==> config.mk <==
export PLATFORM = sky130hd
export DESIGN_NAME = id_ex_stage_reg
export DESIGN_NICKNAME = d
export VERILOG_FILES = /design/src/rtl/riscv_pkg.sv /design/src/rtl/hazard_detect.sv /design/src/rtl/id_ex_stage_reg.sv
export SDC_FILE = /design/constraint.sdc
export NUM_CORES = 1
export LEC_CHECK = 0
export ABC_AREA = 1
export CORE_MARGIN = 8
export CORE_UTILIZATION = 30
export CTS_CLUSTER_DIAMETER = 50
export CTS_CLUSTER_SIZE = 24
export DETAILED_ROUTE_END_ITERATION = 10
export PLACE_DENSITY_LB_ADDON = 0.3
export REMOVE_ABC_BUFFERS = 1
export SYNTH_ARGS = -nofsm -noshare
export SYNTH_HDL_FRONTEND = slang
export SYNTH_HIERARCHICAL = 1
export SYNTH_SLANG_ARGS = --single-unit
==> constraint.sdc <==
create_clock -name clk -period 3.7 [get_ports clk]
set_clock_uncertainty 0.15 [all_clocks]
set_input_delay 0.555 -clock clk [delete_from_list [all_inputs] [get_ports clk]]
set_output_delay 0.555 -clock clk [all_outputs]
set_load 0.02 [all_outputs]
==> src/rtl/riscv_pkg.sv <==
// -----------------------------------------------------------------------------
// riscv_pkg
// Shared definitions for the pipelined RV32 core: datapath width, the major
// opcodes the ID/EX register cares about, ALU operation classes and the
// layout of the 8-bit control bundle produced by the decode-stage control
// unit. Helper functions report which source registers an opcode reads.
// -----------------------------------------------------------------------------
package riscv_pkg;

   localparam int XLEN = 32;

   localparam logic [6:0] OPC_R     = 7'b0110011;
   localparam logic [6:0] OPC_LOAD  = 7'b0000011;
   localparam logic [6:0] OPC_STORE = 7'b0100011;
   localparam logic [6:0] OPC_BRANCH = 7'b1100011;

   typedef enum logic [1:0] {
      ALUOP_ADD    = 2'b00,
      ALUOP_BRANCH = 2'b01,
      ALUOP_FUNCT  = 2'b10,
      ALUOP_RSVD   = 2'b11
   } aluop_e;

   // Bit 7 down to bit 0 of the control bundle, same packing on id_ctrl/ex_ctrl.
   localparam int CTRL_REGWRITE = 7;
   localparam int CTRL_ALUSRC   = 6;
   localparam int CTRL_ALUOP_HI = 5;
   localparam int CTRL_ALUOP_LO = 4;
   localparam int CTRL_MEMREAD  = 3;
   localparam int CTRL_MEMWRITE = 2;
   localparam int CTRL_MEMTOREG = 1;
   localparam int CTRL_BRANCH   = 0;

   typedef struct packed {
      logic       regwrite;
      logic       alusrc;
      logic [1:0] aluop;
      logic       memread;
      logic       memwrite;
      logic       memtoreg;
      logic       branch;
   } ctrl_t;

   // R, S and B formats read rs1; loads read rs1; everything else reads neither.
   function automatic logic uses_rs1(input logic [6:0] opcode);
      return (opcode == OPC_R) || (opcode == OPC_LOAD) ||
             (opcode == OPC_STORE) || (opcode == OPC_BRANCH);
   endfunction

   // Only R, S and B formats read rs2; a load's instr[24:20] is immediate bits.
   function automatic logic uses_rs2(input logic [6:0] opcode);
      return (opcode == OPC_R) || (opcode == OPC_STORE) || (opcode == OPC_BRANCH);
   endfunction

endpackage

==> src/rtl/hazard_detect.sv <==
// -----------------------------------------------------------------------------
// hazard_detect
// Purely combinational load-use hazard detector. Raises hazard_stall when the
// instruction in EX is a load whose destination is a register the instruction
// in ID actually reads, so the load data cannot be forwarded in time.
// Ports:
//   id_valid, id_opcode, id_rs1, id_rs2 : instruction currently in ID
//   ex_valid, ex_rd, ex_memread         : instruction currently in EX
//   ex_flush                            : branch taken in EX, ID is discarded
//   hazard_stall                        : hold PC and IF/ID this cycle
// -----------------------------------------------------------------------------
module hazard_detect
   import riscv_pkg::*;
(
   input  logic       id_valid,
   input  logic [6:0] id_opcode,
   input  logic [4:0] id_rs1,
   input  logic [4:0] id_rs2,
   input  logic       ex_valid,
   input  logic [4:0] ex_rd,
   input  logic       ex_memread,
   input  logic       ex_flush,
   output logic       hazard_stall
);

   logic rs1_hit;
   logic rs2_hit;

   // A match only matters when ID really reads that register, and x0 is never
   // a real dependency. A flush wins because the ID instruction is being killed.
   always_comb begin
      rs1_hit      = uses_rs1(id_opcode) && (ex_rd == id_rs1);
      rs2_hit      = uses_rs2(id_opcode) && (ex_rd == id_rs2);
      hazard_stall = id_valid && ex_valid && ex_memread && (ex_rd != 5'd0) &&
                     (rs1_hit || rs2_hit) && !ex_flush;
   end

endmodule

==> src/rtl/id_ex_stage_reg.sv <==
// -----------------------------------------------------------------------------
// id_ex_stage_reg
// ID/EX pipeline register. Captures decoded operands and the control bundle
// from ID, inserts a bubble on a branch flush, a load-use hazard or an empty
// ID slot, and exposes the load-use stall to the upstream stages.
// Optional build macro: ID_EX_STATS_EN adds wrapping stall/flush counters;
// without it stall_cnt/flush_cnt are constant 0.
// Ports:
//   clk, rst_n                    : clock, async active-low reset
//   id_*                          : decoded instruction from ID
//   ex_flush                      : branch taken in EX, discard ID instruction
//   hazard_stall                  : combinational load-use stall to IF/ID
//   ex_*                          : registered copies presented to EX
//   stall_cnt, flush_cnt          : statistics counters
// -----------------------------------------------------------------------------
module id_ex_stage_reg #(
   parameter int XLEN  = riscv_pkg::XLEN,
   parameter int CNT_W = 32
) (
   input  logic             clk,
   input  logic             rst_n,
   input  logic             id_valid,
   input  logic [6:0]       id_opcode,
   input  logic [XLEN-1:0]  id_pc,
   input  logic [XLEN-1:0]  id_rs1_data,
   input  logic [XLEN-1:0]  id_rs2_data,
   input  logic [XLEN-1:0]  id_imm,
   input  logic [4:0]       id_rs1,
   input  logic [4:0]       id_rs2,
   input  logic [4:0]       id_rd,
   input  logic [3:0]       id_funct,
   input  logic [7:0]       id_ctrl,
   input  logic             ex_flush,
   output logic             hazard_stall,
   output logic             ex_valid,
   output logic [XLEN-1:0]  ex_pc,
   output logic [XLEN-1:0]  ex_rs1_data,
   output logic [XLEN-1:0]  ex_rs2_data,
   output logic [XLEN-1:0]  ex_imm,
   output logic [4:0]       ex_rs1,
   output logic [4:0]       ex_rs2,
   output logic [4:0]       ex_rd,
   output logic [3:0]       ex_funct,
   output logic [7:0]       ex_ctrl,
   output logic [CNT_W-1:0] stall_cnt,
   output logic [CNT_W-1:0] flush_cnt
);

   import riscv_pkg::*;

   ctrl_t ex_ctrl_q;
   logic  load_en;

   assign ex_ctrl = ex_ctrl_q;

   hazard_detect u_hazard_detect (
      .id_valid     (id_valid),
      .id_opcode    (id_opcode),
      .id_rs1       (id_rs1),
      .id_rs2       (id_rs2),
      .ex_valid     (ex_valid),
      .ex_rd        (ex_rd),
      .ex_memread   (ex_ctrl_q.memread),
      .ex_flush     (ex_flush),
      .hazard_stall (hazard_stall)
   );

   // Flush, stall and an empty ID slot all collapse to the same bubble, so the
   // priority order reduces to a single load enable.
   always_comb begin
      load_en = id_valid && !ex_flush && !hazard_stall;
   end

   // Pipeline register. A bubble zeroes every field, so stale operands never
   // reach the forwarding unit; a stalled instruction is simply re-presented
   // by ID next cycle rather than kept here.
   always_ff @(posedge clk or negedge rst_n) begin
      if (!rst_n) begin
         ex_valid    <= 1'b0;
         ex_pc       <= '0;
         ex_rs1_data <= '0;
         ex_rs2_data <= '0;
         ex_imm      <= '0;
         ex_rs1      <= '0;
         ex_rs2      <= '0;
         ex_rd       <= '0;
         ex_funct    <= '0;
         ex_ctrl_q   <= '0;
      end else if (load_en) begin
         ex_valid    <= 1'b1;
         ex_pc       <= id_pc;
         ex_rs1_data <= id_rs1_data;
         ex_rs2_data <= id_rs2_data;
         ex_imm      <= id_imm;
         ex_rs1      <= id_rs1;
         ex_rs2      <= id_rs2;
         ex_rd       <= id_rd;
         ex_funct    <= id_funct;
         ex_ctrl_q   <= ctrl_t'(id_ctrl);
      end else begin
         ex_valid    <= 1'b0;
         ex_pc       <= '0;
         ex_rs1_data <= '0;
         ex_rs2_data <= '0;
         ex_imm      <= '0;
         ex_rs1      <= '0;
         ex_rs2      <= '0;
         ex_rd       <= '0;
         ex_funct    <= '0;
         ex_ctrl_q   <= '0;
      end
   end

`ifdef ID_EX_STATS_EN
   logic [CNT_W-1:0] stall_cnt_q;
   logic [CNT_W-1:0] flush_cnt_q;

   // Event counters; a flush only counts when it actually kills a real
   // instruction in ID. Both wrap naturally at 2^CNT_W.
   always_ff @(posedge clk or negedge rst_n) begin
      if (!rst_n) begin
         stall_cnt_q <= '0;
         flush_cnt_q <= '0;
      end else begin
         if (hazard_stall) begin
            stall_cnt_q <= stall_cnt_q + CNT_W'(1);
         end
         if (ex_flush && id_valid) begin
            flush_cnt_q <= flush_cnt_q + CNT_W'(1);
         end
      end
   end

   assign stall_cnt = stall_cnt_q;
   assign flush_cnt = flush_cnt_q;
`else
   assign stall_cnt = '0;
   assign flush_cnt = '0;
`endif

endmodule
* After elaboration in Yosys (flattened, before gate mapping)
Cells that the tools add are included.
** Word-level totals
- Output and inout bits :: 221
- Logic and storage cells :: 50
- Input port bits :: 166
- Register bits :: 156
** Operators by class
- Reductions and logical operators :: 18
- Equal/unequal tests :: 6
- Mux-type cells :: 10
** Operator list (number)
- two-way mux 32 bit :: 4
- two-way mux 5 bit :: 3
- == test 7 x 6 -> 1 bit (second input constant) :: 2
- == test 5 bit :: 2
- logical AND 1 bit :: 9
- two-way mux 8 bit :: 1
- == test 7 x 2 -> 1 bit (second input constant) :: 1
- == test 7 bit (second input constant) :: 1
- logical OR 1 bit :: 6
- nonzero test 5 bit :: 1
- two-way mux 4 bit :: 1
- logical NOT 1 bit :: 2
- two-way mux 1 bit :: 1

* Depth between registers and ports, before layout
Gate-level depths: netlist of the first run.
- Word-level depth :: 11
- Depth in mapped cells :: 13
- Gate-level depth less buffers :: 11

* Hierarchy
The synthesis of the first run kept the hierarchy.
** By module, submodules not included
- id_ex_stage_reg :: times used 1, cells an instance 551, sequential area each 3903.7 um^2, area each 5736.8 um^2
- hazard_detect :: times used 1, cells an instance 63, sequential area each 0.0 um^2, area each 282.8 um^2

* Worst setup path before layout of the first run
OpenSTA, ideal clock, no wires.
- Path type :: input -> register
- From :: input port id_opcode[6]
- To :: register ex_rs1_data[0]
- Library setup time :: 0.115 ns
- Stages on the path :: 12
- Path slack :: 1.664 ns
- Buffers on the path :: 2
- Arrival time :: 1.772 ns
- Path through :: nand2_1 inv_1 nor2_1 nand2_2 nor2_2 nand2_1 a21oi_2 nor2_1 nand2_1 buf_2 buf_6 nor2_1
** Between the ends
- Longest elaborated chain between the ends :: 11
- Elaborated cells between the ends (all ways) :: 17
- Those cells by class :: eq/ne (4); mux (1); reduce/logical (12)
** RTL lines
- start, declared :: line id_ex_stage_reg.sv:23 : input logic [6:0] id_opcode,
- == test 7 x 6 -> 1 bit / == test 7 x 2 -> 1 bit (equally long branches) :: line riscv_pkg.sv:46, riscv_pkg.sv:52
- logical OR 1 bit (2 in series) :: line riscv_pkg.sv:46 : return (opcode == OPC_R) || (opcode == OPC_LOAD) ||
- logical OR 1 bit :: line riscv_pkg.sv:47 : (opcode == OPC_STORE) || (opcode == OPC_BRANCH);
- logical AND 1 bit :: line hazard_detect.sv:32 : rs1_hit = uses_rs1(id_opcode) && (ex_rd == id_rs1);
- logical OR 1 bit * :: line hazard_detect.sv:35 : (rs1_hit || rs2_hit) && !ex_flush;
- logical AND 1 bit * :: line hazard_detect.sv:34 : hazard_stall = id_valid && ex_valid && ex_memread && (ex_rd != 5'd0) &&
- logical AND 1 bit * :: line hazard_detect.sv:35
- net hazard_stall :: line id_ex_stage_reg.sv:34 : output logic hazard_stall,
- logical NOT 1 bit * :: line id_ex_stage_reg.sv:71 : load_en = id_valid && !ex_flush && !hazard_stall;
- logical AND 1 bit * :: line id_ex_stage_reg.sv:71
- two-way mux 32 bit * :: line id_ex_stage_reg.sv:89 : end else if (load_en) begin
- end signal, assigned :: line id_ex_stage_reg.sv:92 : ex_rs1_data <= id_rs1_data;
- end, declared :: line id_ex_stage_reg.sv:37 : output logic [XLEN-1:0] ex_rs1_data,
The timed path passes the listed nets; every way through them passes the cells marked *.

* Final worst setup path of the first run
- From :: input port id_rs1[4]
- To :: output port hazard_stall
** Between the ends
- Longest elaborated chain between the ends :: 5
** RTL lines
- start, declared :: line id_ex_stage_reg.sv:28 : input logic [4:0] id_rs1,
- == test 5 bit :: line hazard_detect.sv:32
- logical AND 1 bit :: line hazard_detect.sv:32
- logical OR 1 bit :: line hazard_detect.sv:35
- logical AND 1 bit :: line hazard_detect.sv:34
- logical AND 1 bit :: line hazard_detect.sv:35
- end, declared :: line id_ex_stage_reg.sv:34
Every way passes these cells.

==> metrics.md, run 1 <==
| Metric | Value |
|---|---|
| CP max FO | 3 |
| H-tree levels | 4 |
| Crit-path cells | clkdlybuf4s50_1 > nor2_1 > nor2_1 > nand2_2 > nor2_2 > nand2_1 > a21oi_2 > clkdlybuf4s50_1 |
| Hold Crit Class | primary input to register |
| Critical Path Start Type | primary input |
| Root Driver | clkbuf_16 |
| # port buffers | 322 |
| Run status | finished, final reports clean |
| Critical-path top delay cell | clkdlybuf4s50_1 |
| Antenna diodes | 0 |
| Max Cap Violations | 0 |
| Worst skew pair latency | 410 ps |
| Post-CTS Resized | 0 |
| Vias in the first global route | 4981 |
| Critical Path End Type | output pin |
| Syn avg cell area | 9.80 um^2 |
| Flops & latches, synth | 156 |
| Largest net degree at the start of global routing | 73 |
| DR WL/cell | 14.7 um |
| Layout cells sized above 1 | 5.02% |
| Final Cell Area | 9840 um^2 |
| DP Area | 9250 um^2 |
| Initial antenna violation count | 1 |
| Largest family of logic cells by synthesized area | buffers and inverters |
| Worst-Margin Slew | 551 ps |
| ANT nets after route | 0 |
| DP Wirelength | 14000 um |
| Vias per inst | 3.71 |
| RSZ-0062 raised after global routing | no |
| Flop2flop setup slack | 1690 ps |
| Post-synthesis cell area | 6020 um^2 |
| DR pass1 iterations | 4 |
| Fillers | 1903 |
| Final Max Tran Viols | 0 |
| Vias | 4552 |
| CTS tree | built |
| Synth Area in Adders | 0% |
| Most frequent cell after synthesis | inv_1 |
| CTS buffer count | 17 |
| Kind of critical path | primary input to output pin |
| Area of the multi-input gates | 1060 um^2 |
| Area share of xor/xnor cells in the synthesized design | 0.145% |
| Core region area | 20000 um^2 |
| Top cell type's share of synthesized area | 64.9% |
| P&R area growth vs syn | 63.5% |
| Die Wd | 158 um |
| Synth area leader | dfrtp_1 |
| RD Place Congestion | 0.832 |
| YS warnings | 6 |
| Post-synth ARST share | 100% |
| Num Clock Sinks | 156 |
| Final Non-Filler Cells | 1226 |
| Total length of routed wires | 18000 um |
| Tcrit/Tclk final | 80.3% |
| Hold depth | 3 |
| Worst Reg-to-Reg Cells | 11 |
| VDD IR max | 334 uV |
| Final core occ | 49.3% |
| Leakage | 5.18 nW |
| Mux contribution to synthesized area | 0% |
| RR Startpoint | ex_rd[4] |
| Max Buffers Root-to-Sink | 2 |
| IO Pins | 387 |
| Global-route wire length before repair | 27000 um |
| Netlist cell types | 21 |
| Hold Path End | ex_imm[2] |
| Primary FF master, synth | dfrtp_1 |
| Row count | 52 |
| Chip Height | 158 um |
| Mapped Cells | 614 |
| Post-layout min period | 2970 ps |
| Largest delay share family, worst path | buffers and inverters |
| Final routed DRC violation total | 0 |
| RR Endpoint | ex_pc[19] |
| Max Clk Rate | 337 MHz |
| Seq/Total Area, Yosys | 64.9% |
| Worst path required time | 2990 ps |
| Nets | 1109 |
| Global Route Usage Sum | 14.4% |
| Relative slew slack | 63.3% |
| Synth Area in Simple Gates | 13.1% |
| Endpoints failing setup | 0 |
| Placed Cells | 1193 |
| CP peak stage delay | 620 ps |
| Worst Path Arrival | 2270 ps |
| Reg clk slew, reported paths | 70 ps |
| GRT overflow | 0 |
| Initial DRC Count | 156 |
| Top cells by area, synth | dfrtp_1 (65%), inv_1 (10%), nor2_1 (10%) |
| Synth Area in Compound Gates | 0.270% |
| Die ar. | 24900 um^2 |
| List of most frequent post-synthesis cells | inv_1 (166), nor2_1 (162), dfrtp_1 (156) |
| PwrDens | 421 nW/um^2 |
| Starting density of the core | 30.1% |
| Flip-flop and latch area | 3900 um^2 |
| EDFF count, synth | 0 |
| Final Hold Vio Count | 0 |
| Worst hold start | id_imm[2] |
| Buffers plus inverters on the worst setup path | 2 |
cell usage in the layout, fill, tap and decap left out, types with 3 or more instances in the layout:
cell type,instances
clkdlybuf4s50_1,321
nand2_1,28
dfrtp_1,156
inv_1,166
conb_1,64
inv_2,5
nor2_1,162
buf_12,3
clkbuf_16,17
inv_6,5
clkinv_4,3
cells by family after synthesis:
family | after synthesis
other | 1
XOR/XNOR | 1
flip-flops | 156
buffers and inverters | 253
AND/OR/NAND/NOR | 201
AO/OA/AOI/OAI | 2
how the worst max path moves through the flow:
stage,slack [ps],cells after the start,start,endpoint
2_1_floorplan,-540,10,id_opcode[6],ex_valid
3_3_place_gp,730,8,id_rs1[4],hazard_stall
3_5_place_dp,710,8,id_rs1[4],hazard_stall
4_1_cts,710,8,id_rs1[4],hazard_stall
5_1_grt,600,8,id_rs1[4],hazard_stall
6_report,730,8,id_rs1[4],hazard_stall
flip-flops by register name, indices dropped and copies added, names as in the netlist:
name / cells
ex_ctrl: 8
ex_pc: 32
ex_funct: 4
ex_valid: 1
ex_rd: 5
ex_rs2_data: 32
ex_rs1_data: 32
ex_imm: 32
ex_rs1: 5
ex_rs2: 5
layout make-up:
| type | instances | area share (%) |
|---|---|---|
| Sequential cell | 156 | 39.7 |
| Timing Repair Buffer | 328 | 33.6 |
| Multi-Input combinational cell | 268 | 10.8 |
| Inverter | 172 | 6.56 |
| Clock buffer | 20 | 4.64 |
| Tap cell | 270 | 3.43 |
| Clock inverter | 12 | 1.28 |
per-stage QoR:
| stage | setup TNS [ps] | hold WS (ps) | total power [mW] | setup WS (ps) |
|---|---|---|---|---|
| final | 0 | 497 | 4.14 | 729 |
| after floorplan | -75600 | 109 | 2.07 | -541 |
| after global placement | 0 | 401 | 2.44 | 727 |
| after global routing | 0 | 478 | 4.33 | 597 |
| after CTS | 0 | 468 | 4.21 | 708 |
| after detailed placement | 0 | 409 | 2.45 | 714 |
tightest hold or removal path, stage by stage:
cell	delay, ps
clkdlybuf4s50_1	390
inv_1	50
nor2_1	30
routing by layer:
layer  share of wire (%)  global-route usage (%)
met3                  11                    7.02
met4                 1.6                    4.85
met2                  50                    24.4
met1                  37                    15.3
met5               0.072                       0
where the power goes:
group	internal [mW]	total (mW)	switching (mW)
clock network	0.982	1.73	0.749
registers	1.77	1.79	0.0202
logic	0.302	0.621	0.319
total	3.05	4.14	1.09
repair_timing:
item | in CTS | in global routing
hold endpoints to repair | 55 | 0
setup buffers | 0 | 0
hold buffers | 1 | 0
Note: power is estimated with default switching activity, not from simulation.
==> run 2: changes to the inputs <==
- clock period: 3.7 -> 2.9 ns (I/O delays scaled with it)
==> run 2 against run 1 <==
Against the previous run:
- via count is essentially flat
- routed wire length shrank 0.85%
- sequential cell count is the same
- largest cell class unchanged
- largest power group unchanged
==> metrics.md, run 2 (synthesis results as in run 1) <==
| Metric | Value |
|---|---|
| Run status | finished, final reports clean |
| Core region area | 20000 um^2 (unchanged) |
| Vias per inst | 3.70 (-0.23%) |
| Worst skew pair latency | 410 ps (about the same) |
| DR WL/cell | 14.5 um (-1.0%) |
| Critical-path top delay cell | clkdlybuf4s50_1 |
| Hold buffers post-CTS | 1 (unchanged) |
| Initial DRC Count | 153 (-1.9%) |
| PwrDens | 533 nW/um^2 (+27%) |
| Tcrit/Tclk final | 93.5% |
| Final Non-Filler Cells | 1228 (+0.16%) |
| Fillers | 1898 (-0.26%) |
| Kind of critical path | primary input to output pin |
| Crit-path cells | clkdlybuf4s50_1 > nor2_1 > nor2_1 > nand2_2 > nor2_2 > nand2_1 > a21oi_2 > clkdlybuf4s50_1 |
| Commonest non-fill, non-tap cell in the layout | clkdlybuf4s50_1 |
| Vias in the first global route | 4847 (-2.7%) |
| Row count | 52 (unchanged) |
| RSZ-0062 raised after global routing | no |
| Global Route Usage Sum | 14.1% (-0.28 points) |
| Nets | 1111 (+0.18%) |
| Total length of routed wires | 17800 um (-0.85%) |
| Flop2flop setup slack | 870 ps (-820 ps) |
| Final Max Tran Viols | 0 (unchanged) |
| Hold Crit Class | primary input to register |
| VDD IR max | 389 uV (+17%) |
| Crit path capture | hazard_stall |
| Worst path required time | 2320 ps (-670 ps) |
| GRT overflow | 0 (unchanged) |
| Global-route wire length before repair | 26500 um (-1.8%) |
| P&R area growth vs syn | 64.1% |
| Chip Height | 158 um (unchanged) |
| Antenna diodes | 0 (unchanged) |
| Worst setup path startpoint | id_rs1[4] |
| Worst Reg-to-Reg Cells | 11 (unchanged) |
| CTS tree | built |
| ANT nets after route | 0 (unchanged) |
| Final routed DRC violation total | 0 (unchanged) |
| Leakage | 5.20 nW (+0.32%) |
| Num Clock Sinks | 156 (unchanged) |
| Worst-Margin Slew | 596 ps (+44.4 ps) |
| Placed Cells | 1195 (+0.17%) |
| IO Pins | 387 (unchanged) |
| Critical Path Start Type | primary input |
| DR pass1 iterations | 4 (unchanged) |
| Initial antenna violation count | 2 (+1) |
| Post-layout min period | 2710 ps |
| Layout cells sized above 1 | 5.22% (+0.20 points) |
| Commonest non-fill, non-tap cells in the layout | clkdlybuf4s50_1 (321), inv_1 (166), nor2_1 (162) |
| CTS buffer count | 17 (unchanged) |
| CP peak stage delay | 620 ps (about the same) |
| Pre-CTS setup slack | 170 ps (-544 ps) |
| Critical Path End Type | output pin |
| RR Startpoint | ex_rd[4] |
| # port buffers | 322 (unchanged) |
| Max Clk Rate | 369 MHz |
| Vias | 4549 (-0.066%) |
| Final worst slack | 187 ps (-542 ps) |
| Root Driver | clkbuf_16 |
| RD Place Congestion | 0.846 (+1.6%) |
| Max Buffers Root-to-Sink | 2 (unchanged) |
| Post-CTS Resized | 0 (unchanged) |
| DP Wirelength | 14000 um (+0.32%) |
| H-tree levels | 4 (unchanged) |
| Worst Path Arrival | 2130 ps (-140 ps) |
| Largest net degree at the start of global routing | 63 (-14%) |
| RR Endpoint | ex_rs1_data[23] |
| Die ar. | 24900 um^2 (unchanged) |
| Setup Buffers After CTS | 0 (unchanged) |
| Starting density of the core | 30.1% (unchanged) |
| Endpoints failing setup | 0 (unchanged) |
| Relative slew slack | 60.3% (-3.0 points) |
| CP max FO | 3 (unchanged) |
| Reg clk slew, reported paths | 70 ps (about the same) |
| Max Cap Violations | 0 (unchanged) |
| Die Wd | 158 um (unchanged) |
| Final Hold Vio Count | 0 (unchanged) |
run 2: worst max-delay path: cells and delay by family:
| kind | cells | cell delay (ps) |
|---|---|---|
| simple gates | 5 | 390 |
| compound gates | 1 | 140 |
| buf+inv | 2 | 1180 |
run 2: stage by stage:
stage / hold slack, ps / utilization (%) / setup TNS, ps / power (mW) / area [um^2]
floorplan: -10.6 / - / -189750 / 2.64 / 5600
global placement: 328 / 46.5 / 0 / 3.12 / 9290
detailed placement: 323 / 46.5 / 0 / 3.13 / 9290
CTS: 357 / 49.5 / 0 / 5.36 / 9880
global route: 364 / 49.5 / 0 / 5.51 / 9880
finish: 386 / 49.5 / 0 / 5.26 / 9880
run 2: routing by layer:
layer  vias up  part of all wire (%)  track usage, %
met4         4                   1.3            4.35
met2       226                    51            24.4
met1      2089                    36            14.7
li1       2215                     -               -
met5         -                  0.15               0
met3        15                    12            7.07
run 2: report_power, final:
group          leakage [nW]  switching (mW)  internal [mW]
clock network         0.278           0.930           1.25
registers              2.10          0.0257           2.26
logic                  2.82           0.405          0.390
total                  5.20            1.36           3.90
run 2: worst min-delay path by stage:
stage / start / end / slack (ps) / cells past startpoint
after global routing: id_rs2_data[6] / ex_rs2_data[6] / 360 / 3
final: id_pc[15] / ex_pc[15] / 390 / 3
after floorplan: rst_n / ex_ctrl[0] / -10 / 0
after CTS: id_pc[15] / ex_pc[15] / 360 / 3
after global placement: rst_n / ex_rd[4] / 330 / 1
after detailed placement: rst_n / ex_ctrl[5] / 320 / 1
run 2: area by class of cell:
cell class                 count  area, um^2  share of cell area, %
clock buffer                  20         457                   4.62
clock inverter                12         128                   1.29
inverter                     172         646                   6.53
multi-input combinational    268        1060                   10.7
sequential                   156        3900                   39.5
tap                          270         338                   3.42
timing repair buffer         330        3350                   33.9
==> variant (config.mk and constraints of run 1) <==
Set the parameter `CNT_W` to 16 (it was 32).
--- a/src/rtl/id_ex_stage_reg.sv
+++ b/src/rtl/id_ex_stage_reg.sv
@@ -17,3 +17,3 @@
    parameter int XLEN  = riscv_pkg::XLEN,
-   parameter int CNT_W = 32
+   parameter int CNT_W = 16
 ) (
Ports: changed (resized flush_cnt and stall_cnt); port bits go from 387 to 355. The function was not compared with the original's and may differ.
==> variant against run 1 <==
  * Cell area shrank 0.65%
  * Area after synthesis shrank 4.0%
  * Power grew 1.4%
  * Sequential power is essentially flat
  * Via count shrank 1.5%
  * Sequential cell count is the same
  * Worst setup slack gained 0.027 ns
  * Routed wire length shrank 2.1%
  * Critical path type unchanged
  * Largest power group is now clock
==> variant: results (changes against run 1) <==
{
  "setup.worst_path.start": {"value": "id_rs2[1]"},
  "r2r-end": {"value": "ex_pc[9]"},
  "nNetsFinal": {"value": 1082, "change": "-2.4%"},
  "switching_share_of_power": {"value": 0.249, "change": "-0.0142"},
  "largest_net_degree_at_the_start_of_global_routing": {"value": 83, "change": "+14%"},
  "synth_sequential_area_ratio": {"value": 0.675, "change": "+0.0270"},
  "global_route.usage.met3": {"value": 0.0766, "change": "+0.00646"},
  "post_dp_cell_area": {"value": 9150, "unit": "um2", "change": "-1.0%"},
  "wl_met1": {"value": 6600, "unit": "um", "change": "-0.68%"},
  "detailedPlacementHpwl": {"value": 13800, "unit": "um", "change": "-1.3%"},
  "synth.top_cells.by_area": {"value": "sky130_fd_sc_hd__dfrtp_1 68%, sky130_fd_sc_hd__inv_1 11%, sky130_fd_sc_hd__nor2_1 11%"},
  "worst_reg_to_reg_cells": {"value": 8, "change": "-3"},
  "worst_hold_slack": {"value": 0.480, "unit": "ns", "change": "-0.0174 ns"},
  "routed.top_layer": {"value": "met4"},
  "route.vias.total": {"value": 4484, "change": "-1.5%"},
  "status": {"value": "finished clean"},
  "detail_route.wl_per_cell": {"value": 14.8, "unit": "um", "change": "+0.97%"},
  "class_of_the_tightest_hold_or_removal_check": {"value": "input port to async pin"},
  "total_leakage_power": {"value": 5.12, "unit": "nW", "change": "-1.2%"},
  "grtUsageMet2": {"value": 0.252, "change": "+0.00796"},
  "irDropWorstVdd": {"value": 0.283, "unit": "mV", "change": "-15%"},
  "cell_count_after_synthesis": {"value": 582, "change": "-5.2%"},
  "antenna_violations_before_repair": {"value": 0, "change": "-1"},
  "dp.cells": {"value": 1156, "change": "-3.1%"},
  "grtUsageTotal": {"value": 0.148, "change": "+0.00383"},
  "grt_first_pass_wirelength": {"value": 27200, "unit": "um", "change": "+0.56%"},
  "synth_top_cells_by_count": {"value": "166 x sky130_fd_sc_hd__inv_1, 162 x sky130_fd_sc_hd__nor2_1, 156 x sky130_fd_sc_hd__dfrtp_1"},
  "wl_met2": {"value": 8710, "unit": "um", "change": "-3.7%"},
  "yosys.area_share.xor_xnor": {"value": 0.00152, "change": "+0.0000605"},
  "met1_usage": {"value": 0.157, "change": "+0.00345"},
  "via_count_of_the_first_global_routing_pass": {"value": 4921, "change": "-1.2%"},
  "cp.arrival": {"value": 2.24, "unit": "ns", "change": "-0.03 ns"}
}
==> variant: cell count changes in the layout (fill, tap and decap cells not counted), sizes merged <==
cell             run 1  this run
buf                  6        11
bufinv               1         3
clkbuf              20        18
clkinv               4         5
clkinvlp             2         1
conb                64        32
==> variant: cell type report <==
class	count	area, um2
clock buffers	18	429
clock inverters	14	185
fillers	1727	9050
inverters	172	646
multi-input cells	236	940
flip-flops and latches	156	3900
well taps	260	325
repair buffers	333	3350
==> variant: power groups by stage <==
stage                     clock, mW  sequential, mW  combinational [mW]
after floorplan                   0            1.91               0.130
after global placement            0            1.82               0.598
after detailed placement          0            1.82               0.601
after CTS                      1.87            1.79               0.605
after global routing           1.95            1.80               0.647
final                          1.82            1.79               0.594
==> variant: cells by family after synthesis <==
logic type             Yosys count
AO/OA/AOI/OAI                    2
XOR/XNOR                         1
buffers and inverters          221
flip-flops                     156
other                            1
AND/OR/NAND/NOR                201
